[config.mk]
export PLATFORM = sky130hd
export DESIGN_NAME = alu_result_buffer
export DESIGN_NICKNAME = d
export VERILOG_FILES = /design/src/rtl/alu_pkg.sv /design/src/rtl/alu_sync_fifo.sv /design/src/rtl/alu_result_buffer.sv
export SDC_FILE = /design/constraint.sdc
export NUM_CORES = 1
export LEC_CHECK = 0
export ABC_AREA = 1
export CORE_MARGIN = 1.5
export CORE_UTILIZATION = 45
export DETAILED_ROUTE_END_ITERATION = 8
export PLACE_DENSITY = 0.68
export RECOVER_POWER = 100
export SLEW_MARGIN = 5
export SYNTH_ARGS = -nofsm -noshare
export SYNTH_HDL_FRONTEND = slang
export SYNTH_HIERARCHICAL = 1
export SYNTH_SLANG_ARGS = --single-unit
[constraint.sdc]
create_clock -name CLK -period 2.7 [get_ports CLK]
set_clock_uncertainty 0.1 [all_clocks]
set_input_delay 0.81 -clock CLK [delete_from_list [all_inputs] [get_ports CLK]]
set_output_delay 0.81 -clock CLK [all_outputs]
set_load 0.1 [all_outputs]
[src/rtl/alu_pkg.sv]
// alu_pkg: shared widths and sizes for the arithmetic unit and its result buffer.
package alu_pkg;
    localparam int ALU_DATA_WIDTH   = 16;
    localparam int RESULT_BUF_DEPTH = 4;
    localparam int DROP_CNT_WIDTH   = 8;
    localparam int ALU_ENTRY_WIDTH  = ALU_DATA_WIDTH + 1;
endpackage

[src/rtl/alu_sync_fifo.sv]
// alu_sync_fifo: register-array FIFO with wrapping pointers and a separate occupancy counter.
module alu_sync_fifo
    import alu_pkg::*;
#(
    parameter int WIDTH = ALU_ENTRY_WIDTH,
    parameter int DEPTH = RESULT_BUF_DEPTH
) (
    input  logic                     clk,
    input  logic                     rst,
    input  logic                     push,
    input  logic                     pop,
    input  logic [WIDTH-1:0]         wdata,
    output logic [WIDTH-1:0]         rdata,
    output logic                     full,
    output logic                     empty,
    output logic [$clog2(DEPTH):0]   level
);
    localparam int AW = $clog2(DEPTH);
    localparam int LW = AW + 1;
    localparam logic [AW:0] FULL_LEVEL = LW'(DEPTH);

    logic [WIDTH-1:0] mem [DEPTH];
    logic [AW-1:0]    wr_ptr;
    logic [AW-1:0]    rd_ptr;

    always_ff @(posedge clk) begin
        if (rst) begin
            wr_ptr <= '0;
            rd_ptr <= '0;
            level  <= '0;
        end else begin
            if (push) wr_ptr <= wr_ptr + 1'b1;
            if (pop)  rd_ptr <= rd_ptr + 1'b1;
            level <= (push && !pop) ? level + 1'b1 :
                     (pop && !push) ? level - 1'b1 : level;
        end
    end

    // Storage is deliberately left out of reset; empty masks stale contents.
    always_ff @(posedge clk) begin
        if (push) mem[wr_ptr] <= wdata;
    end

    always_comb begin
        rdata = mem[rd_ptr];
        full  = level == FULL_LEVEL;
        empty = level == '0;
    end
endmodule

[src/rtl/alu_result_buffer.sv]
// alu_result_buffer: queues valid ALU results for a stallable consumer and counts overflow drops.
module alu_result_buffer
    import alu_pkg::*;
#(
    parameter int OUT_DATA_WIDTH = ALU_DATA_WIDTH,
    parameter int DEPTH          = RESULT_BUF_DEPTH,
    parameter int CNT_WIDTH      = DROP_CNT_WIDTH
) (
    input  logic                       CLK,
    input  logic                       RST,
    input  logic [OUT_DATA_WIDTH-1:0]  In_Data,
    input  logic                       In_Carry,
    input  logic                       In_Flag,
    output logic [OUT_DATA_WIDTH-1:0]  Out_Data,
    output logic                       Out_Carry,
    output logic                       Out_Valid,
    input  logic                       Out_Ready,
    output logic                       Full,
    output logic                       Empty,
    output logic [$clog2(DEPTH):0]     Level,
    output logic [CNT_WIDTH-1:0]       Drop_Count
);
    logic                    push;
    logic                    pop;
    logic                    drop;
    logic [OUT_DATA_WIDTH:0] head;

    alu_sync_fifo #(.WIDTH(OUT_DATA_WIDTH + 1), .DEPTH(DEPTH)) u_fifo (
        .clk   (CLK),
        .rst   (RST),
        .push  (push),
        .pop   (pop),
        .wdata ({In_Carry, In_Data}),
        .rdata (head),
        .full  (Full),
        .empty (Empty),
        .level (Level)
    );

    // A pop frees a slot in the same cycle, so a full buffer still accepts.
    always_comb begin
        Out_Valid             = !Empty;
        pop                   = Out_Valid && Out_Ready;
        push                  = In_Flag && (!Full || pop);
        drop                  = In_Flag && Full && !pop;
        {Out_Carry, Out_Data} = Empty ? '0 : head;
    end

    always_ff @(posedge CLK) begin
        if (RST) Drop_Count <= '0;
        else if (drop && Drop_Count != '1) Drop_Count <= Drop_Count + 1'b1;
    end
endmodule

==> results of run 1 <==
## layer usage
layer | routed length (um) | share of wire | up-vias | global-route usage
met4 | 111 | 0.015 | 0 | 0.08460
met1 | 3303 | 0.45 | 1192 | 0.2340
met5 | 0 | 0 | - | 0
li1 | - | - | 1251 | -
met3 | 293 | 0.040 | 9 | 0.03415
met2 | 3599 | 0.49 | 54 | 0.2901
## cell type report
| type | count | area [sq um] |
|---|---|---|
| clock inverter | 7 | 81.33 |
| tap | 102 | 127.6 |
| inverter | 44 | 188.9 |
| timing repair buffer | 64 | 733.2 |
| multi-input combinational | 193 | 1111 |
| sequential | 85 | 2392 |
| fill | 630 | 3009 |
| clock buffer | 9 | 123.9 |
## layout by cell type, fill, tap and decap left out, drive strengths merged
cell,Yosys,layout
nor2,71,71
edfxtp,68,68
inv,43,46
o21ai,41,41
nand2,34,34
clkbuf,1,27
buf,10,26
dlygate4sd3,0,18
o22ai,17,17
dfxtp,17,17
a21oi,9,9
nand3,8,8
ha,6,6
clkinv,1,3
xor2,2,2
clkdlybuf4s50,0,2
nor3,2,2
a21boi,1,1
clkinvlp,0,1
bufinv,0,1
nand4,1,1
fa,1,1
## stage by stage
step                      utilization  instances
after global routing           0.6126        504
after global placement         0.6044        488
after floorplan                     -        333
final                          0.6126        504
after detailed placement       0.6044        488
after CTS                      0.6313        504
## logic make-up (layout without fill, tap and decap cells)
family          Yosys count  in the layout  synth area share
compound gates           68             68            0.1132
xor+xnor                  2              2          0.004805
fa+ha+maj                 7              7           0.02608
buf+inv                  55            124           0.07481
flops                    85             85            0.6534
simple gates            116            116            0.1277
## registers in the layout, indices dropped and copies added (netlist names), named ones only
register,flops
Drop_Count,8
u_fifo/level,3
u_fifo/mem,68
u_fifo/rd_ptr,2
u_fifo/wr_ptr,2
## repair_timing
item                       in CTS  in global routing
hold endpoints to repair        0                  0
resized for setup               2                  3
setup endpoints to repair       8                 12
## worst max path at each step
stage / from / endpoint / slack, ps / cells after the start
floorplan: u_fifo/level[2] / u_fifo/level[1] / -200 / 10
global placement: Out_Ready / u_fifo/level[2] / 60 / 12
detailed placement: Out_Ready / u_fifo/level[2] / -20 / 11
CTS: flop / Out_Data[3] / 5 / 6
global route: flop / Out_Data[3] / -5 / 6
finish: flop / Out_Data[13] / 110 / 6
==> summary.txt, run 1 <==
Run status
  • Outcome: finished, final reports clean

Place
  • Hpwl dp: 4.929 mm
  • Post-placement cell area: approximately 4700 sq um
  • DP Worst Slack: -19.03 ps
  • IO Port Bufs: 51
  • Gp weighted congestion: between 0.8 and 0.9

Global route
  • Largest net degree at the start of global routing: 35
  • First-pass GRT wire length: 11.72 mm
  • Grt ovf: 0
  • Vias in the first global route: roughly 2.4k
  • GRT Total Usage: 0.1796
  • Initial antenna violation count: 0

Drt
  • Wire per inst: between 10 and 15 um
  • Detailed-route vias per instance: 4.972
  • Remaining routing DRC violations: 0
  • Iter 0 DRT Violations: 172
  • Routed wire length: 7.308 mm
  • Initial DRT Pass Iterations: 5
  • Vias post-DR: 2,506
  • Routed Antenna Nets: 0

Cells and area
  • Ant diodes: 0
  • Layout cell share with drive strength beyond 1: 0.2463
  • Final Cell Area: 4758 sq um
  • Area growth, synth to finish: 30.51%
  • Nets@finish: 425

Critical path
  • Critical path peak fanout: 8
  • Worst path buffer plus inverter count: 3
  • CP Data Arrival Time: 1680 ps
  • Reg-to-reg critical path endpoint: u_fifo/level[2]
  • CP top delay family: buffers and inverters
  • Startpoint types: flop
  • Worst Path Class, Setup: flop to primary output
  • Reg2Reg Launch Point: u_fifo/level[1]
  • CP max stage cell: dfxtp_2
  • Worst r2r path cells: 14
  • Critical-path cell list: buf_4, o21ai_0, o22ai_1, inv_1, nor2_4, buf_12
  • Reg2Reg Setup Slack: between 300 and 400 ps
  • CP endpoint kind: primary output
  • Worst Path Required: 1790 ps
  • Slowest stage delay, CP: 450 ps

STA
  • Fin Setup TNS: 0 ps
  • Worst Slack Setup Final: 105.4 ps
  • Fin. Hold Viols: 0
  • Final Max Slew Viols: 0
  • F_max: 385.4 MHz
  • Least-Margin Pin Slew: 543.4 ps
  • Final period util: 0.9609
  • Final hold slack: 357.2 ps
  • Slew margin rel.: 0.6393
  • Final setup violation count: 0
  • Tmin final: 2595 ps

Clock network
  • H-Tree Depth: 3
  • CTS tree: yes
  • CTS hold repair buffers: 0
  • Post-CTS Setup Inserts: 0
  • Clock root cell: clkbuf_8
  • Clock Latency Late Sink: 340 ps
  • Longest Clk Path Bufs: 2
  • Clock sinks: 85
  • CTS buffer count: 9
  • Clk slew on worst S/H paths: 80 ps

Floorplanning
  • Core area: 7767 sq um
  • Die area: ~8700 sq um
  • Row cnt: 32
  • Die Ht: 93.01 um
  • # IOs: between 50 and 60
  • Initial Util: 0.4694
  • Chip Width: 93.01 um

Synthesis
  • Synth top area cells: edfxtp_1 56%, dfxtp_1 9.3%, nor2_1 7.2%, inv_1 4.1%, nand2_1 3.2%
  • Number of enable flip-flop cells after synthesis: 68
  • Mapped cell area: 3646 sq um
  • Synth area leader: edfxtp_1
  • Register area share after synthesis: 0.6534
  • Yosys top cell area share: 0.5601
  • Synth cell types: 28
  • Most frequent cell after synthesis: nor2_1
  • Ys Warns: 6
  • Yosys reg bits: 85
  • Syn nets: 361
  • Syn_area_per_cell: 10.95 sq um
  • Synth async-reset ratio: 0
  • Synth Instances: 333
  • Dominant synthesized flop cell: edfxtp_1
  • Post-synth top cells: 70 x nor2_1, 68 x edfxtp_1, 40 x inv_1

Flow run
  • Maxcap violations: 0

Min path
  • Worst hold start: u_fifo/rd_ptr[1]
  • Hold crit path type: flop to flop
  • Hold Crit Depth: 1
Power of run 1 is not shown: default switching activity piles up to over one toggle a cycle in this logic, so the estimate is an artifact.
==> run 2, diff against run 1 <==
--- a/config.mk
+++ b/config.mk
@@ -9,6 +9,7 @@
 export CORE_MARGIN = 1.5
 export CORE_UTILIZATION = 45
 export DETAILED_ROUTE_END_ITERATION = 8
+export GPL_TIMING_DRIVEN = 0
 export PLACE_DENSITY = 0.68
 export RECOVER_POWER = 100
 export SLEW_MARGIN = 5
==> summary.txt, run 2 (synthesis results as in run 1) <==
Global route
  • First-pass GRT wire length: 11.72 mm (unchanged)
  • Vias in the first global route: 2,397 (-0.70%)
  • Grt ovf: 0 (unchanged)
  • Initial antenna violation count: 1 (+1)
  • GRT Total Usage: 0.1827 (+0.003143)
  • Largest net degree at the start of global routing: 18 (-49%)

Drt
  • Initial DRT Pass Iterations: 4 (-1)
  • Routed wire length: 7.320 mm (+0.16%)
  • Iter 0 DRT Violations: 114 (-34%)
  • Detailed-route vias per instance: 4.982 (+0.20%)
  • Remaining routing DRC violations: 0 (unchanged)
  • Vias post-DR: 2,511 (+0.20%)
  • Wire per inst: 14.52 um (+0.16%)
  • Routed Antenna Nets: 0 (unchanged)

Clock network
  • CTS buffer count: 9 (unchanged)
  • Clk slew on worst S/H paths: 80 ps (about the same)
  • Clock Latency Late Sink: 350 ps (about the same)
  • Clock sinks: 85 (unchanged)
  • H-Tree Depth: 3 (unchanged)
  • CTS tree: yes
  • Clock root cell: clkbuf_8
  • Longest Clk Path Bufs: 2 (unchanged)

Cells and area
  • Fill count: 663 (+5.2%)
  • Most frequent cells in the layout: 68 x edfxtp_1, 56 x nor2_1, 38 x inv_1, 32 x nand2_1, 20 x buf_6
  • Area of the multi-input gates: 1090 sq um (-1.9%)
  • Most common cell after layout, fill and taps aside: edfxtp_1
  • Largest reg by FF count: u_fifo/mem
  • Layout cell share with drive strength beyond 1: 0.2145 (-0.03180)
  • Area growth, synth to finish: 26.97%
  • Register area: 2395 sq um (+0.10%)
  • Max reg flops: 68 (unchanged)
  • Post-route insts no fill: 504 (unchanged)
  • Biggest regs: u_fifo/mem (68), Drop_Count (8), u_fifo/level (3)
  • Nets@finish: 424 (-0.24%)

Place
  • IO Port Bufs: 51 (unchanged)
  • Placed cell count: 486 (-0.41%)
  • Gp weighted congestion: 0.7751 (-3.9%)
  • DP Worst Slack: -506.1 ps (-487.1 ps)
  • Hpwl dp: 4.702 mm (-4.6%)

STA
  • Least-Margin Pin Slew: 1168 ps (+624.1 ps)
  • Final hold slack: 351.1 ps (-6.085 ps)
  • Slew margin rel.: 0.2250 (-0.4143)
  • Final Max Slew Viols: 0 (unchanged)
  • Final period util: 0.9664 (+0.005472)
  • Final setup violation count: 0 (unchanged)
  • Fin. Hold Viols: 0 (unchanged)
  • Unrepaired setup endpoints after global routing: no
  • Worst Slack Setup Final: 90.66 ps (-14.78 ps)
  • Tmin final: 2609 ps (+14.78 ps)
  • F_max: 383.2 MHz (-0.57%)

Critical path
  • Critical path peak fanout: 10 (+2)
  • Startpoint types: flop
  • CP endpoint kind: primary output
  • Worst Path Required: 1790 ps (about the same)
  • Worst Path Class, Setup: flop to primary output
  • CP Data Arrival Time: 1700 ps (+20 ps)

Floorplanning
  • Initial Util: 0.4694 (unchanged)
  • Die area: 8651 sq um (unchanged)
  • Core area: 7767 sq um (unchanged)
  • Row cnt: 32 (unchanged)
  • Die Ht: 93.01 um (unchanged)
  • # IOs: 52 (unchanged)
  • Chip Width: 93.01 um (unchanged)

Flow run
  • Maxcap violations: 0 (unchanged)

Run status
  • Outcome: finished, final reports clean

Min path
  • Hold crit path type: flop to flop
==> run 2: stage by stage <==
stage / setup TNS [ps] / utilization / area, sq um
2_1_floorplan: -2548 / - / 3847
3_3_place_gp: -22290 / 0.5775 / 4486
3_5_place_dp: -24400 / 0.5775 / 4486
4_1_cts: 0 / 0.6041 / 4692
5_1_grt: 0 / 0.5960 / 4629
6_report: 0 / 0.5960 / 4629
==> run 2: routing by layer <==
layer  GRT usage  vias to the layer above  part of all wire
li1            -                     1256                 -
met1      0.2426                     1175              0.43
met2      0.2956                       70              0.49
met3     0.03659                       10             0.068
met4     0.07197                        0             0.016
met5           0                        -                 0
==> run 2: critical path: stages (launching register included) <==
cell	delay (ps)
dfxtp_1	330
buf_6	130
buf_4	180
o21ai_0	110
o22ai_1	170
inv_1	90
nor2_4	150
buf_12	190
==> run 2: layout make-up <==
| type | instances | share of cell area |
|---|---|---|
| sequential | 85 | 0.5173 |
| inverter | 44 | 0.03973 |
| buffer | 11 | 0.02730 |
| timing repair buffer | 52 | 0.1032 |
| multi-input combinational | 193 | 0.2354 |
| clock inverter | 7 | 0.02216 |
| tap | 102 | 0.02757 |
| clock buffer | 9 | 0.02676 |
| antenna | 1 | 0.0005405 |
==> run 2: worst paths after layout <==
kind | start | to | slack, ps | cells after the start
setup / recovery | flop | Out_Data[12] | 90 | 7
setup reg to reg | u_fifo/level[2] | u_fifo/level[2] | 530 | 15
hold / removal | u_fifo/rd_ptr[1] | flop | 350 | 1
hold reg to reg | u_fifo/rd_ptr[1] | flop | 350 | 1
==> run 2: repair_timing <==
item / 4_1_cts / 5_1_grt
buffers inserted: 0 / 1
gates cloned: 0 / 0
hold buffers: 0 / 0
setup endpoints to repair: 31 / 18
resized for setup: 130 / 13
hold endpoints to repair: 0 / 0
Power of run 2 is left out for the same reason.
==> run 3, diff against run 2 <==
==> constraint.sdc (replaced) <==
create_clock -name CLK -period 2.6 [get_ports CLK]
set_clock_uncertainty 0.1 [all_clocks]
set_input_delay 0.78 -clock CLK [delete_from_list [all_inputs] [get_ports CLK]]
set_output_delay 0.78 -clock CLK [all_outputs]
set_load 0.1 [all_outputs]
==> summary.txt, run 3 (synthesis results as in run 1) <==
Global route
  • Initial antenna violation count: 0 (-1)
  • GRT Total Usage: 0.1801 (-0.002678)
  • Vias in the first global route: 2,389 (-0.33%)
  • Largest net degree at the start of global routing: 18 (unchanged)
  • First-pass GRT wire length: 11.63 mm (-0.83%)
  • Grt ovf: 0 (unchanged)

Drt
  • Remaining routing DRC violations: 0 (unchanged)
  • Wire per inst: 14.26 um (-1.8%)
  • Vias post-DR: 2,500 (-0.44%)
  • Detailed-route vias per instance: 4.931 (-1.0%)
  • Iter 0 DRT Violations: 134 (+18%)
  • Routed Antenna Nets: 0 (unchanged)
  • Routed wire length: 7.229 mm (-1.2%)
  • Initial DRT Pass Iterations: 4 (unchanged)

Cells and area
  • Max reg flops: 68 (unchanged)
  • Most common cell after layout, fill and taps aside: edfxtp_1
  • Layout cell share with drive strength beyond 1: 0.2296 (+0.01517)
  • Area growth, synth to finish: 30.23%
  • Ant diodes: 0 (-1)
  • Most frequent cells in the layout: 68 x edfxtp_1, 53 x nor2_1, 36 x inv_1, 32 x nand2_1, 19 x dlygate4sd3_1
  • Biggest regs: u_fifo/mem (68), Drop_Count (8), u_fifo/level (3)
  • Layout Utilization: 0.6113 (+0.01530)
  • Nets@finish: 428 (+0.94%)
  • Final Cell Area: 4748 sq um (+2.6%)
  • Largest reg by FF count: u_fifo/mem

Place
  • Hpwl dp: 4.619 mm (-1.8%)
  • Gp weighted congestion: 0.7635 (-1.5%)
  • Post-placement cell area: 4461 sq um (-0.56%)
  • IO Port Bufs: 51 (unchanged)

Critical path
  • Startpoint types: flop
  • Critical-path cell list: dlygate4sd2_1
  • Critical path peak fanout: 5 (-5)
  • CP max stage cell: dlygate4sd2_1
  • CP top delay family: buffers and inverters
  • CP Data Arrival Time: 1660 ps (-40 ps)
  • CP endpoint kind: primary output
  • Worst Path Required: 1720 ps (-70 ps)
  • Slowest stage delay, CP: 890 ps (+560 ps)
  • Worst path buffer plus inverter count: 1 (-3)
  • Reg2Reg Launch Point: u_fifo/level[1]
  • Worst Path Class, Setup: flop to primary output
  • Critical path origin: Drop_Count[2]

STA
  • F_max: 393.3 MHz
  • Tmin final: 2543 ps
  • Fin. Hold Viols: 0 (unchanged)
  • Final setup violation count: 0 (unchanged)
  • Fin Setup TNS: 0 ps (unchanged)
  • Final Max Slew Viols: 0 (unchanged)
  • Final period util: 0.9779
  • Slew margin rel.: 0.2226 (-0.002362)
  • Unrepaired setup endpoints after global routing: yes
  • Least-Margin Pin Slew: 1171 ps (+3.558 ps)

Floorplanning
  • Die Ht: 93.01 um (unchanged)
  • Die area: 8651 sq um (unchanged)
  • Row cnt: 32 (unchanged)
  • Chip Width: 93.01 um (unchanged)
  • Core area: 7767 sq um (unchanged)
  • # IOs: 52 (unchanged)
  • Initial Util: 0.4694 (unchanged)

Min path
  • Worst hold start: u_fifo/rd_ptr[1]
  • Hold crit path type: flop to flop

Run status
  • Outcome: finished, final reports clean

Clock network
  • Clock root cell: clkbuf_8
  • Clock sinks: 85 (unchanged)
  • Longest Clk Path Bufs: 2 (unchanged)
  • H-Tree Depth: 3 (unchanged)
  • CTS hold repair buffers: 0 (unchanged)
  • CTS buffer count: 9 (unchanged)
  • Clk slew on worst S/H paths: 70 ps (about the same)
  • Clock Latency Late Sink: 340 ps (about the same)
  • CTS tree: yes

Flow run
  • Maxcap violations: 0 (unchanged)
[run 3: cell types whose count changed in the layout (fill, tap and decap cells not counted), sizes merged]
cell           before  now
buf                26   32
inv                47   41
clkdlybuf4s50       3    0
bufinv              2    0
clkinv              1    3
dlygate4sd2         0    2
dlygate4sd3        17   19
clkdlybuf4s15       2    3
clkinvlp            1    2
diode               1    0
dlymetal6s2s        0    1
[run 3: layout make-up]
class | instances | area (sq um)
fill | 642 | 3019
clock buffer | 14 | 152.6
sequential | 85 | 2395
clock inverter | 2 | 10.01
tap | 102 | 127.6
buffer | 11 | 151.4
multi-input combinational | 193 | 1122
timing repair buffer | 56 | 594.3
inverter | 44 | 195.2
[run 3: what timing repair did]
action,in CTS,in global routing
gates cloned,0,1
gates resized for setup,138,35
setup buffers,3,1
pin swaps,0,1
endpoints found under the setup margin,31,50
[run 3: final timing paths]
kind,to,slack (ps),cells after the start
worst max-delay path,Drop_Count[2],60,1
worst min-delay path,flop,330,1
worst max register to register,u_fifo/level[2],430,14
worst min register to register,flop,330,1
[run 3: metal layers]
metal,up-vias,track usage,routed length [um]
met1,1170,0.2208,3184
met5,-,0,0
met3,12,0.03008,318
li1,1259,-,-
met4,0,0.09217,180
met2,59,0.3060,3545
[run 3: per-stage QoR]
step	setup WS (ps)	hold slack (ps)	std cells
after floorplan	-299.5	311.5	333
after global placement	-534.9	328.7	486
after detailed placement	-572.1	328.4	486
after CTS	-0.3941	336.9	505
after global routing	-67.95	357.2	507
final	57.33	331.6	507
Power of run 3 is left out for the same reason.
